File: src/rtl/top_memoryaccess_pkg.sv
// Shared constants for the memory-access stage: widths, decoded-op field
// positions, load/store funct3 codes and the access FSM states.
package top_memoryaccess_pkg;
   localparam int XLEN          = 32;
   localparam int OPLEN         = 9;
   localparam int FUNCT3_BIT_M  = 2;
   localparam int FUNCT3_BIT_L  = 0;
   localparam int USE_LOAD_BIT  = 3;
   localparam int USE_STORE_BIT = 4;

   localparam logic [2:0] F3_LB  = 3'b000;
   localparam logic [2:0] F3_LH  = 3'b001;
   localparam logic [2:0] F3_LW  = 3'b010;
   localparam logic [2:0] F3_LBU = 3'b100;
   localparam logic [2:0] F3_LHU = 3'b101;
   localparam logic [2:0] F3_SB  = 3'b000;
   localparam logic [2:0] F3_SH  = 3'b001;
   localparam logic [2:0] F3_SW  = 3'b010;

   typedef enum logic [1:0] {S_IDLE, S_WAIT, S_DONE} ma_state_e;
endpackage

File: src/rtl/top_memoryaccess_mem_align.sv
// Combinational lane logic: store strobes/replication, legality check, and
// load byte/half extraction with sign or zero extension.
module mem_align
   import top_memoryaccess_pkg::*;
(
   input  logic [2:0]      funct3_i,
   input  logic [1:0]      off_i,
   input  logic            is_load_i,
   input  logic            is_store_i,
   input  logic [XLEN-1:0] rs2_i,
   output logic [3:0]      we_o,
   output logic [XLEN-1:0] wdata_o,
   output logic            bad_o,
   input  logic [2:0]      ld_funct3_i,
   input  logic [1:0]      ld_off_i,
   input  logic [XLEN-1:0] rdata_i,
   output logic [XLEN-1:0] ld_data_o
);
   logic [XLEN-1:0] shifted;
   logic [15:0]     half;

   always_comb begin
      bad_o   = 1'b0;
      we_o    = 4'b0000;
      wdata_o = rs2_i;
      if (is_load_i && is_store_i) begin
         bad_o = 1'b1;
      end else if (is_load_i) begin
         case (funct3_i)
            F3_LB, F3_LBU: bad_o = 1'b0;
            F3_LH, F3_LHU: bad_o = off_i[0];
            F3_LW:         bad_o = (off_i != 2'b00);
            default:       bad_o = 1'b1;
         endcase
      end else if (is_store_i) begin
         case (funct3_i)
            F3_SB: begin
               we_o    = 4'b0001 << off_i;
               wdata_o = {4{rs2_i[7:0]}};
            end
            F3_SH: begin
               bad_o   = off_i[0];
               we_o    = off_i[1] ? 4'b1100 : 4'b0011;
               wdata_o = {2{rs2_i[15:0]}};
            end
            F3_SW: begin
               bad_o = (off_i != 2'b00);
               we_o  = 4'b1111;
            end
            default: bad_o = 1'b1;
         endcase
      end
   end

   // Load side uses the offset/funct3 latched at issue, not the live inputs.
   always_comb begin
      shifted   = rdata_i >> {ld_off_i, 3'b000};
      half      = ld_off_i[1] ? rdata_i[31:16] : rdata_i[15:0];
      ld_data_o = rdata_i;
      case (ld_funct3_i)
         F3_LB:   ld_data_o = {{24{shifted[7]}}, shifted[7:0]};
         F3_LBU:  ld_data_o = {24'h0, shifted[7:0]};
         F3_LH:   ld_data_o = {{16{half[15]}}, half};
         F3_LHU:  ld_data_o = {16'h0, half};
         default: ld_data_o = rdata_i;
      endcase
   end
endmodule

File: src/rtl/top_memoryaccess.sv
// Memory-access stage: issues data-memory loads/stores over req/ack, stalls
// while waiting, aborts on ack timeout, and registers results for writeback.
module top_memoryaccess
   import top_memoryaccess_pkg::*;
#(
   parameter int ACK_TIMEOUT = 255
) (
   input  logic             clk,
   input  logic             rst,
   input  logic             phase_memoryaccess,
   input  logic [OPLEN-1:0] decoded_op_em,
   input  logic             jump_state_em,
   input  logic [4:0]       rdsel_em,
   input  logic [XLEN-1:0]  next_pc_em,
   input  logic [XLEN-1:0]  alu_out_em,
   input  logic [XLEN-1:0]  rs2data_em,
   output logic             dmem_req,
   output logic [XLEN-1:0]  dmem_addr,
   output logic [XLEN-1:0]  dmem_wdata,
   output logic [3:0]       dmem_we,
   input  logic             dmem_ack,
   input  logic [XLEN-1:0]  dmem_rdata,
   output logic             stall_memoryaccess,
   output logic [OPLEN-1:0] decoded_op_mw,
   output logic             jump_state_mw,
   output logic [4:0]       rdsel_mw,
   output logic [XLEN-1:0]  next_pc_mw,
   output logic [XLEN-1:0]  rddata_mw,
   output logic             misaligned_mw,
   output logic             bus_error_mw
);
   localparam int CW = (ACK_TIMEOUT < 2) ? 1 : $clog2(ACK_TIMEOUT);

   ma_state_e       state_q;
   logic [CW-1:0]   cnt_q;
   logic [1:0]      off_q;
   logic            is_ld_q;
   logic            is_load, is_store, memop, bad;
   logic [3:0]      we_d;
   logic [XLEN-1:0] wdata_d, ld_data;

   assign is_load  = decoded_op_em[USE_LOAD_BIT];
   assign is_store = decoded_op_em[USE_STORE_BIT];
   assign memop    = is_load | is_store;

   mem_align u_align (
      .funct3_i    (decoded_op_em[FUNCT3_BIT_M:FUNCT3_BIT_L]),
      .off_i       (alu_out_em[1:0]),
      .is_load_i   (is_load),
      .is_store_i  (is_store),
      .rs2_i       (rs2data_em),
      .we_o        (we_d),
      .wdata_o     (wdata_d),
      .bad_o       (bad),
      .ld_funct3_i (decoded_op_mw[FUNCT3_BIT_M:FUNCT3_BIT_L]),
      .ld_off_i    (off_q),
      .rdata_i     (dmem_rdata),
      .ld_data_o   (ld_data)
   );

   assign stall_memoryaccess = (state_q == S_WAIT) |
                               ((state_q == S_IDLE) & phase_memoryaccess & memop & ~bad);

   always_ff @(posedge clk) begin
      if (rst) begin
         state_q       <= S_IDLE;
         cnt_q         <= '0;
         off_q         <= '0;
         is_ld_q       <= 1'b0;
         dmem_req      <= 1'b0;
         dmem_addr     <= '0;
         dmem_wdata    <= '0;
         dmem_we       <= '0;
         decoded_op_mw <= '0;
         jump_state_mw <= 1'b0;
         rdsel_mw      <= '0;
         next_pc_mw    <= '0;
         rddata_mw     <= '0;
         misaligned_mw <= 1'b0;
         bus_error_mw  <= 1'b0;
      end else begin
         case (state_q)
            S_IDLE: if (phase_memoryaccess) begin
               decoded_op_mw <= decoded_op_em;
               jump_state_mw <= jump_state_em;
               rdsel_mw      <= rdsel_em;
               next_pc_mw    <= next_pc_em;
               misaligned_mw <= 1'b0;
               bus_error_mw  <= 1'b0;
               if (!memop) begin
                  rddata_mw <= alu_out_em;
                  state_q   <= S_DONE;
               end else if (bad) begin
                  misaligned_mw <= 1'b1;
                  rddata_mw     <= '0;
                  state_q       <= S_DONE;
               end else begin
                  dmem_req   <= 1'b1;
                  dmem_addr  <= {alu_out_em[XLEN-1:2], 2'b00};
                  dmem_wdata <= wdata_d;
                  dmem_we    <= we_d;
                  off_q      <= alu_out_em[1:0];
                  is_ld_q    <= is_load;
                  cnt_q      <= '0;
                  state_q    <= S_WAIT;
               end
            end
            S_WAIT: begin
               if (dmem_ack) begin
                  dmem_req <= 1'b0;
                  if (is_ld_q) rddata_mw <= ld_data;
                  state_q  <= S_DONE;
               end else if (cnt_q == CW'(ACK_TIMEOUT - 1)) begin
                  dmem_req     <= 1'b0;
                  bus_error_mw <= 1'b1;
                  rddata_mw    <= '0;
                  state_q      <= S_DONE;
               end else begin
                  cnt_q <= cnt_q + CW'(1);
               end
            end
            S_DONE:  if (!phase_memoryaccess) state_q <= S_IDLE;
            default: state_q <= S_IDLE;
         endcase
      end
   end
endmodule

File: config.mk
export PLATFORM = sky130hd
export DESIGN_NAME = top_memoryaccess
export DESIGN_NICKNAME = d
export VERILOG_FILES = /design/src/rtl/top_memoryaccess_pkg.sv /design/src/rtl/top_memoryaccess_mem_align.sv /design/src/rtl/top_memoryaccess.sv
export SDC_FILE = /design/constraint.sdc
export NUM_CORES = 1
export LEC_CHECK = 0
export CAP_MARGIN = 20
export CORE_UTILIZATION = 47
export DETAILED_ROUTE_END_ITERATION = 8
export PLACE_DENSITY = 0.92
export SLEW_MARGIN = 20
export SYNTH_ARGS = -nofsm -noshare
export SYNTH_HDL_FRONTEND = slang
export SYNTH_SLANG_ARGS = --single-unit
export TNS_END_PERCENT = 100
File: constraint.sdc
create_clock -name clk -period 5.6 [get_ports clk]
set_input_delay 0.84 -clock clk [delete_from_list [all_inputs] [get_ports clk]]
set_output_delay 0.84 -clock clk [all_outputs]
set_load 0.03 [all_outputs]
==> impl_metrics.tcl, run 1 <==
set metrics [dict create \
    clockBufferDepth 2 \
    io_pins 298 \
    critPathLaunchType "input pin" \
    leakagePower_nw 3.58 \
    hold_end "dmem_wdata[10]$_SDFFE_PP0P_" \
    worstMarginPinSlew_ns 1.07 \
    wire_per_inst_um 18.6 \
    die_w_um 126 \
    top_layer "met4" \
    htreeDepth 4 \
    grt_pass1_wl_um 38400 \
    clk_latency_ns 0.43 \
    numClockSinks 161 \
    setup_violations 0 \
    rsz0062_at_grt "false" \
    timing.final.crit_share_pct 77.8 \
    tritoncts "done" \
    ys_seq_area_share_pct 44.9 \
    numCtsBuffers 17 \
    multi_input_area_um2 3570 \
    yosys_warnings 0 \
    hold_buffers 0 \
    start_util_pct 48.8 \
    dp_slack_ns 1.27 \
    nets 1278 \
    ant_nets 0 \
    areaGrowthSynthToFinish_pct 48.0 \
    setup_ws_ns 1.24 \
    min_period_ns 4.36 \
    place.port_buffers 295 \
    first_iter_violations 589 \
    num_vias 7677 \
    insertedDiodeCount 0 \
    postCtsResizedCells 0 \
    synthFlopType "dfxtp_1" \
    gp_congestion 0.927 \
    hpwl_um 17600 \
    syn_area_um2 7180 \
    met1Wirelength_um 9720 \
    p_per_area_nw_per_um2 276 \
    hold_viol 0 \
    antenna_found_initial 0 \
    clock_skew_ns 0.00940 \
    die_y_um 126 \
    ys_top_cells_by_count "nand2_1, a21oi_1, dfxtp_1, clkbuf_1, nor2_1" \
    peakVddDrop_mv 0.206 \
    final.setup.tns_ns 0 \
    synth_cells 882 \
    endpoint_kind "output port" \
    finalMaxSlewViolations 0 \
    grt_pass1_vias 7357 \
    ff2ff_setup_slack_ns 2.37 \
    synth.distinct_cells 57 \
    grt_start_max_net_pins 69 \
    grt_overflow_total 0 \
    drtPass1Iterations 9 \
    drc 10 \
    rows 44 \
    fmax_mhz 229 \
    path_class "input pin to output port" \
    drive_gt1_share_pct 7.62 \
    viasPerCell 5.79 \
    clk_pin_slew_worst_paths_ns 0.06 \
    die_area_um2 15800 \
    hold_depth 2 \
    yosys-top-cells-area "dfxtp_1, nand2_1, a21oi_1" \
    cp_data_required_time_ns 4.76 \
    slew_headroom_pct 28.5 \
    register_area_um2 3220 \
    ys_ff_latch 161 \
    cts_setup_buffers 0 \
    violations "design-rule violations" \
    rr_startpoint "state_q[1]$_SDFFE_PP0P_" \
    syn_area_per_cell_um2 8.14 \
    grt_usage_pct 30.9 \
    wl_met3_um 2140 \
    wl_met2_um 11800 \
    cp.arrival_ns 3.52 \
    postRouteWirelength_um 24700 \
    synth_top_area_share_pct 44.9 \
    synth_edf_count 0 \
    nFillCells 1069 \
    r2r_cells 7 \
    core_um2 14700 \
    min-delay-start "dmem_wdata[10]$_SDFFE_PP0P_" \
    drv_cap 0 \
    async_flop_share_pct 0 \
    synth_top_cell_by_area "dfxtp_1" \
    worstReg2RegEnd "dmem_wdata[12]$_SDFFE_PP0P_" \
    hp-class "register to register" \
    cts_root_buf "clkbuf_16" \
    critPathMaxFanout 47 \
    status "finished, violations left" \
    synth_most_common_cell "nand2_1" \
]
==> per-layer routing <==
layer,up-vias,track usage (%)
met5,-,0
met3,77,8.43
met1,3601,37.2
li1,3602,-
met2,397,50.6
met4,0,15.4
==> sequential cells by signal (all words and copies together), names as in the netlist, 2 cells and up <==
signal	flops
cnt_q	8
decoded_op_mw	9
dmem_addr	30
dmem_wdata	32
dmem_we	4
next_pc_mw	32
off_q	2
rddata_mw	32
rdsel_mw	5
state_q	2
==> critical path, stage by stage <==
cell and delay [ns]:
clkdlybuf4s50_1 0.52, nor3b_4 0.29, buf_4 0.46, o2111ai_2 0.35, and2_2 0.30, nand2_1 0.08
clkdlybuf4s50_1 0.67
==> worst max-delay path by stage <==
| stage | startpoint | to | cells past startpoint |
|---|---|---|---|
| 2_1_floorplan | decoded_op_em[3] | stall_memoryaccess | 7 |
| 3_3_place_gp | phase_memoryaccess | stall_memoryaccess | 7 |
| 3_5_place_dp | phase_memoryaccess | stall_memoryaccess | 7 |
| 4_1_cts | phase_memoryaccess | stall_memoryaccess | 7 |
| 5_1_grt | phase_memoryaccess | stall_memoryaccess | 7 |
| 6_report | phase_memoryaccess | stall_memoryaccess | 7 |
==> stage by stage <==
stage | power (mW) | hold WS (ns) | std cells | util (%) | area, µm²
after floorplan | 1.59 | 0.433 | 883 | - | 7180
after global placement | 1.85 | 0.438 | 1294 | 68.5 | 10100
after detailed placement | 1.87 | 0.446 | 1294 | 68.5 | 10100
after CTS | 2.94 | 0.452 | 1326 | 72.2 | 10600
after global routing | 3.03 | 0.476 | 1326 | 72.3 | 10600
final | 2.93 | 0.450 | 1326 | 72.3 | 10600
==> report_power, final <==
part	total (mW)	internal, mW	leakage, nW	switching, mW
Sequential	1.24	1.20	1.31	0.0407
Clock	1.08	0.582	0.260	0.499
Combinational	0.603	0.267	2.01	0.337
==> layout make-up <==
| type | instances | share of cell area, % |
|---|---|---|
| Clock buffer | 18 | 4.13 |
| Clock inverter | 14 | 0.966 |
| Timing Repair Buffer | 306 | 28.6 |
| Inverter | 7 | 0.247 |
| Multi-Input combinational cell | 636 | 33.6 |
| Sequential cell | 161 | 30.3 |
| Tap cell | 184 | 2.17 |
==> placed cells by master, fill, tap and decap left out, drive strengths merged, types with 3 or more instances in the layout <==
| master | n |
|---|---|
| a211o | 3 |
| a221oi | 3 |
| xnor2 | 7 |
| a31oi | 5 |
| nor3b | 4 |
| nand3 | 5 |
| dfxtp | 161 |
| nor3 | 7 |
| clkinvlp | 4 |
| a211oi | 28 |
| mux4 | 3 |
| o22ai | 7 |
| a21oi | 168 |
| clkinv | 5 |
| nor2 | 30 |
| nand2b | 9 |
| o21ai | 26 |
| a311oi | 17 |
| inv | 12 |
| o211ai | 20 |
| clkdlybuf4s50 | 294 |
| clkbuf | 18 |
| o31ai | 3 |
| a22oi | 16 |
| mux2 | 7 |
| buf | 12 |
| nand2 | 232 |
| mux2i | 10 |
==> logic make-up after synthesis <==
group | count (synthesis) | synth area share [%]
AOI/OAI and AO/OA | 304 | 27.3
other | 1 | 0.0522
DFF | 161 | 44.9
adders and majority gates | 2 | 0.348
muxes | 20 | 3.43
xor gates and xnor gates | 7 | 0.854
buffers and inverters | 86 | 5.79
and+or+nand+nor | 301 | 17.3
No activity file was read; power rests on OpenSTA's default activity.
==> run 2, diff against run 1 <==
Settings changed: CORE_UTILIZATION 47 to 39, PLACE_DENSITY 0.92 to 0.82.
Clock period 5.6 ns to 3.95 ns, I/O delays scaled along.
==> run 2 against run 1 <==
Non-clock buffer count rose by 6. Via count fell by 0.16%. Core utilization fell by 12 points. Sequential cell count did not move. Critical endpoint unchanged. The run now ends clean. Cell count rose by 3.6%. Clock skew fell by 0.0022 ns. Worst setup slack got worse by 0.39 ns. Clock power rose by 59%. Combinational power rose by 43%. Sequential power rose by 42%. Routed wire length rose by 0.22%. Critical path depth fell by 1.
==> impl_metrics.tcl, run 2 (synthesis results as in run 1) <==
set metrics [dict create \
    fmax_mhz 323 \
    grt_pass1_vias 7104 \
    die_area_um2 19000 \
    peakVddDrop_mv 0.295 \
    nets 1284 \
    io_pins 298 \
    tritoncts "done" \
    slew_headroom_pct 38.5 \
    drive_gt1_share_pct 7.77 \
    setup_violations 0 \
    fin_cells 1374 \
    leakagePower_nw 3.65 \
    clk_pin_slew_worst_paths_ns 0.06 \
    placed_cells 1345 \
    start_util_pct 39.8 \
    register_area_um2 3220 \
    multi_input_area_um2 3560 \
    first_iter_violations 560 \
    clockBufferDepth 2 \
    drtPass1Iterations 7 \
    wire_per_inst_um 18.0 \
    die_w_um 138 \
    insertedDiodeCount 0 \
    drv_cap 0 \
    final_common_cell "clkdlybuf4s50_1" \
    rows 49 \
    timing.final.crit_share_pct 78.3 \
    ff2ff_setup_slack_ns 1.53 \
    worstReg2RegEnd "dmem_addr[25]$_SDFFE_PP0P_" \
    hold_end "dmem_wdata[11]$_SDFFE_PP0P_" \
    r2r_cells 6 \
    cts_root_buf "clkbuf_16" \
    min_period_ns 3.09 \
    drc 0 \
    cp_data_required_time_ns 3.36 \
    grt_usage_pct 25.7 \
    hp-class "register to register" \
    critPathMaxFanout 8 \
    grt_overflow_total 0 \
    finalMaxSlewViolations 0 \
    clock_skew_ns 0.00718 \
    place.port_buffers 295 \
    antenna_found_initial 0 \
    p_per_area_nw_per_um2 403 \
    hold_buffers 0 \
    postRouteWirelength_um 24700 \
    numClockSinks 161 \
    grt_pass1_wl_um 37400 \
    viasPerCell 5.58 \
    htreeDepth 4 \
    rr_startpoint "state_q[0]$_SDFFE_PP0P_" \
    worstMarginPinSlew_ns 0.922 \
    num_vias 7665 \
    areaGrowthSynthToFinish_pct 50.5 \
    ant_nets 0 \
    most-common-layout-cells "clkdlybuf4s50_1, nand2_1, a21oi_1, dfxtp_1, nor2_1" \
    min-delay-start "dmem_wdata[11]$_SDFFE_PP0P_" \
    grt_start_max_net_pins 70 \
    path_class "input pin to output port" \
    die_y_um 138 \
    rsz0062_at_grt "false" \
    postCtsResizedCells 0 \
    nFillCells 1574 \
    gp_congestion 0.911 \
    top_regs "dmem_wdata: 32 flops, next_pc_mw: 32 flops, rddata_mw: 32 flops" \
    core_um2 18000 \
    final.setup.tns_ns 0 \
    hold_depth 2 \
    status "completed" \
    clk_latency_ns 0.42 \
    critPathLaunchType "input pin" \
    hold_viol 0 \
    endpoint_kind "output port" \
    cp.arrival_ns 2.50 \
    cts_setup_buffers 0 \
    numCtsBuffers 17 \
    hpwl_um 17900 \
]
-- run 2: changes by cell type in the layout (fill, tap and decap cells not counted), moves of 2 or more --
cell,delta
buf_12,+2
bufinv_16,+4
buf_4,+5
clkinv_2,-2
clkinvlp_4,-2
inv_6,-5
-- run 2: report_power, final --
group / leakage [nW] / internal (mW) / switching [mW] / total, mW
clock: 0.291 / 1.06 / 0.658 / 1.72
sequential: 1.31 / 1.71 / 0.0572 / 1.76
combinational: 2.04 / 0.383 / 0.478 / 0.862
-- run 2: how the worst max path moves through the flow --
stage	to	from	depth (start not counted)
6_report	stall_memoryaccess	decoded_op_em[3]	6
4_1_cts	stall_memoryaccess	decoded_op_em[3]	6
5_1_grt	stall_memoryaccess	decoded_op_em[3]	6
3_5_place_dp	dmem_addr[25]$_SDFFE_PP0P_	decoded_op_em[3]	7
2_1_floorplan	stall_memoryaccess	decoded_op_em[3]	7
3_3_place_gp	dmem_req$_SDFFE_PP0P_	alu_out_em[1]	7
-- run 2: metal layers --
layer | routed length, µm | part of all wire (%) | GRT usage [%] | vias up
met5 | 0 | 0 | 0 | -
met4 | 800 | 3.2 | 11.4 | 0
met3 | 2240 | 9.1 | 6.07 | 67
met1 | 9770 | 39 | 32.0 | 3606
li1 | - | - | - | 3589
met2 | 11900 | 48 | 41.8 | 403
-- run 2: per-stage QoR --
stage	setup WS (ns)	hold WS, ns	power [mW]	util (%)	area [µm²]
floorplan	1.32	0.433	2.25	-	7180
global placement	0.949	0.438	2.64	56.6	10200
detailed placement	0.854	0.444	2.65	56.6	10200
CTS	0.883	0.451	4.37	59.9	10800
global route	0.701	0.470	4.51	59.9	10800
finish	0.856	0.453	4.35	59.9	10800
-- run 2: cell type report --
class | count | share of cell area, %
multi-input combinational | 636 | 33.0
sequential | 161 | 29.8
timing repair buffer | 312 | 28.7
clock buffer | 19 | 4.10
tap | 229 | 2.65
clock inverter | 10 | 1.51
inverter | 7 | 0.243
-- run 2: critical path, stage by stage --
cell	delay, ns
clkdlybuf4s50_1	0.57
nor3b_1	0.41
nand4_1	0.35
and2_2	0.34
nand2_1	0.12
buf_12	0.13
==> run 3, diff against run 2 <==
Settings changed: CORE_UTILIZATION 39 to 43, PLACE_DENSITY 0.82 to 0.85.
Clock period 3.95 ns to 3.05 ns, I/O delays scaled along.
==> run 3 against run 2 <==
Sequential cell count stayed put. Sequential share of layout area hardly changed. Register-to-register slack got worse by 0.77 ns. Cell count shrank 0.22%.
==> impl_metrics.tcl, run 3 (synthesis results as in run 1) <==
set metrics [dict create \
    gp_congestion 0.927 \
    antenna_found_initial 0 \
    cts_root_buf "clkbuf_16" \
    worstReg2RegEnd "rddata_mw[15]$_SDFFE_PP0P_" \
    core_um2 16100 \
    rsz0062_at_grt "false" \
    fin_area_um2 10800 \
    final.setup.tns_ns 0 \
    grt_usage_pct 27.8 \
    multi_input_area_um2 3560 \
    leakagePower_nw 3.68 \
    clockBufferDepth 2 \
    clk_latency_ns 0.43 \
    viasPerCell 5.48 \
    r2r_cells 5 \
    grt_pass1_vias 7097 \
    clock_skew_ns 0.00935 \
    min_period_ns 2.77 \
    clk_pin_slew_worst_paths_ns 0.06 \
    die_y_um 131 \
    grt_start_max_net_pins 71 \
    drtPass1Iterations 6 \
    fmax_mhz 361 \
    tritoncts "done" \
    postCtsResizedCells 0 \
    hpwl_um 17900 \
    nets 1291 \
    drv_cap 0 \
    first_iter_violations 534 \
    grt_pass1_wl_um 38100 \
    cts_setup_buffers 0 \
    wire_per_inst_um 17.7 \
    peakVddDrop_mv 0.396 \
    path_class "input pin to output port" \
    hp-class "register to register" \
    cp.arrival_ns 2.32 \
    numCtsBuffers 17 \
    nFillCells 1313 \
    slew_headroom_pct 44.1 \
    drive_gt1_share_pct 8.66 \
    critPathMaxFanout 8 \
    setup_violations 0 \
    areaGrowthSynthToFinish_pct 50.6 \
    hold_depth 2 \
    place_area_um2 10200 \
    start_util_pct 44.5 \
    most-common-layout-cells "clkdlybuf4s50_1, nand2_1, a21oi_1, dfxtp_1, nor2_1" \
    final_common_cell "clkdlybuf4s50_1" \
    grt_overflow_total 0 \
    insertedDiodeCount 0 \
    ant_nets 0 \
    p_per_area_nw_per_um2 510 \
    rows 46 \
    register_area_um2 3220 \
    status "completed" \
    finalPower_mw 5.52 \
    timing.final.crit_share_pct 90.9 \
    ff2ff_setup_slack_ns 0.76 \
    io_pins 298 \
    num_vias 7517 \
    drc 0 \
    htreeDepth 4 \
    die_area_um2 17200 \
    cp_data_required_time_ns 2.59 \
    min-delay-start "dmem_wdata[30]$_SDFFE_PP0P_" \
    place.port_buffers 295 \
    finalMaxSlewViolations 0 \
    numClockSinks 161 \
    hold_viol 0 \
    hold_end "dmem_wdata[30]$_SDFFE_PP0P_" \
    endpoint_kind "output port" \
    top_regs "dmem_wdata: 32 flops, next_pc_mw: 32 flops, rddata_mw: 32 flops" \
    critPathLaunchType "input pin" \
    rr_startpoint "off_q[0]$_SDFFE_PP0P_" \
    postRouteWirelength_um 24200 \
    die_w_um 131 \
    hold_buffers 0 \
    worstMarginPinSlew_ns 0.836 \
]
run 3: changes by cell type in the layout (fill, tap and decap cells not counted):
cell	change
inv_6	+2
buf_4	+8
buf_12	-1
bufinv_16	-3
clkbuf_8	+4
clkbuf_1	-1
clkinv_4	+1
run 3: how the worst max path moves through the flow:
stage,depth (start not counted),startpoint,endpoint
detailed placement,6,decoded_op_em[4],stall_memoryaccess
global placement,6,decoded_op_em[4],stall_memoryaccess
floorplan,7,decoded_op_em[3],stall_memoryaccess
CTS,6,decoded_op_em[4],stall_memoryaccess
global route,6,decoded_op_em[4],stall_memoryaccess
finish,6,decoded_op_em[4],stall_memoryaccess
run 3: worst max-delay path, stage by stage:
cell and delay [ns]:
clkdlybuf4s50_1 0.61, nor3b_1 0.32, nand4_1 0.33, and2_2 0.35
nand2_1 0.08, buf_4 0.16
run 3: power by group:
group / switching [mW] / total, mW / internal, mW
registers: 0.0682 / 2.28 / 2.21
logic: 0.619 / 1.12 / 0.499
clock network: 0.882 / 2.12 / 1.24
run 3: cell type report:
| cell class | count | share of cell area, % |
|---|---|---|
| clock buffers | 22 | 4.57 |
| clock inverters | 10 | 0.914 |
| inverters | 7 | 0.243 |
| well taps | 216 | 2.50 |
| multi-input cells | 636 | 32.9 |
| repair buffers | 319 | 29.0 |
| flip-flops and latches | 161 | 29.8 |
run 3: metal layers:
metal | GRT usage, % | vias up | wire (µm)
met4 | 13.2 | 0 | 853
met5 | 0 | - | 0
met3 | 7.33 | 62 | 1850
met2 | 44.9 | 336 | 11500
li1 | - | 3610 | -
met1 | 34.2 | 3509 | 10000
run 3: through the flow:
step                hold slack [ns]  utilization, %  cells  worst slack [ns]
floorplan                     0.433               -    883             0.687
global placement              0.438            63.4   1339             0.389
detailed placement            0.443            63.4   1339             0.309
CTS                           0.451            67.1   1371             0.296
global route                  0.463            67.1   1371            0.0938
finish                        0.450            67.1   1371             0.276
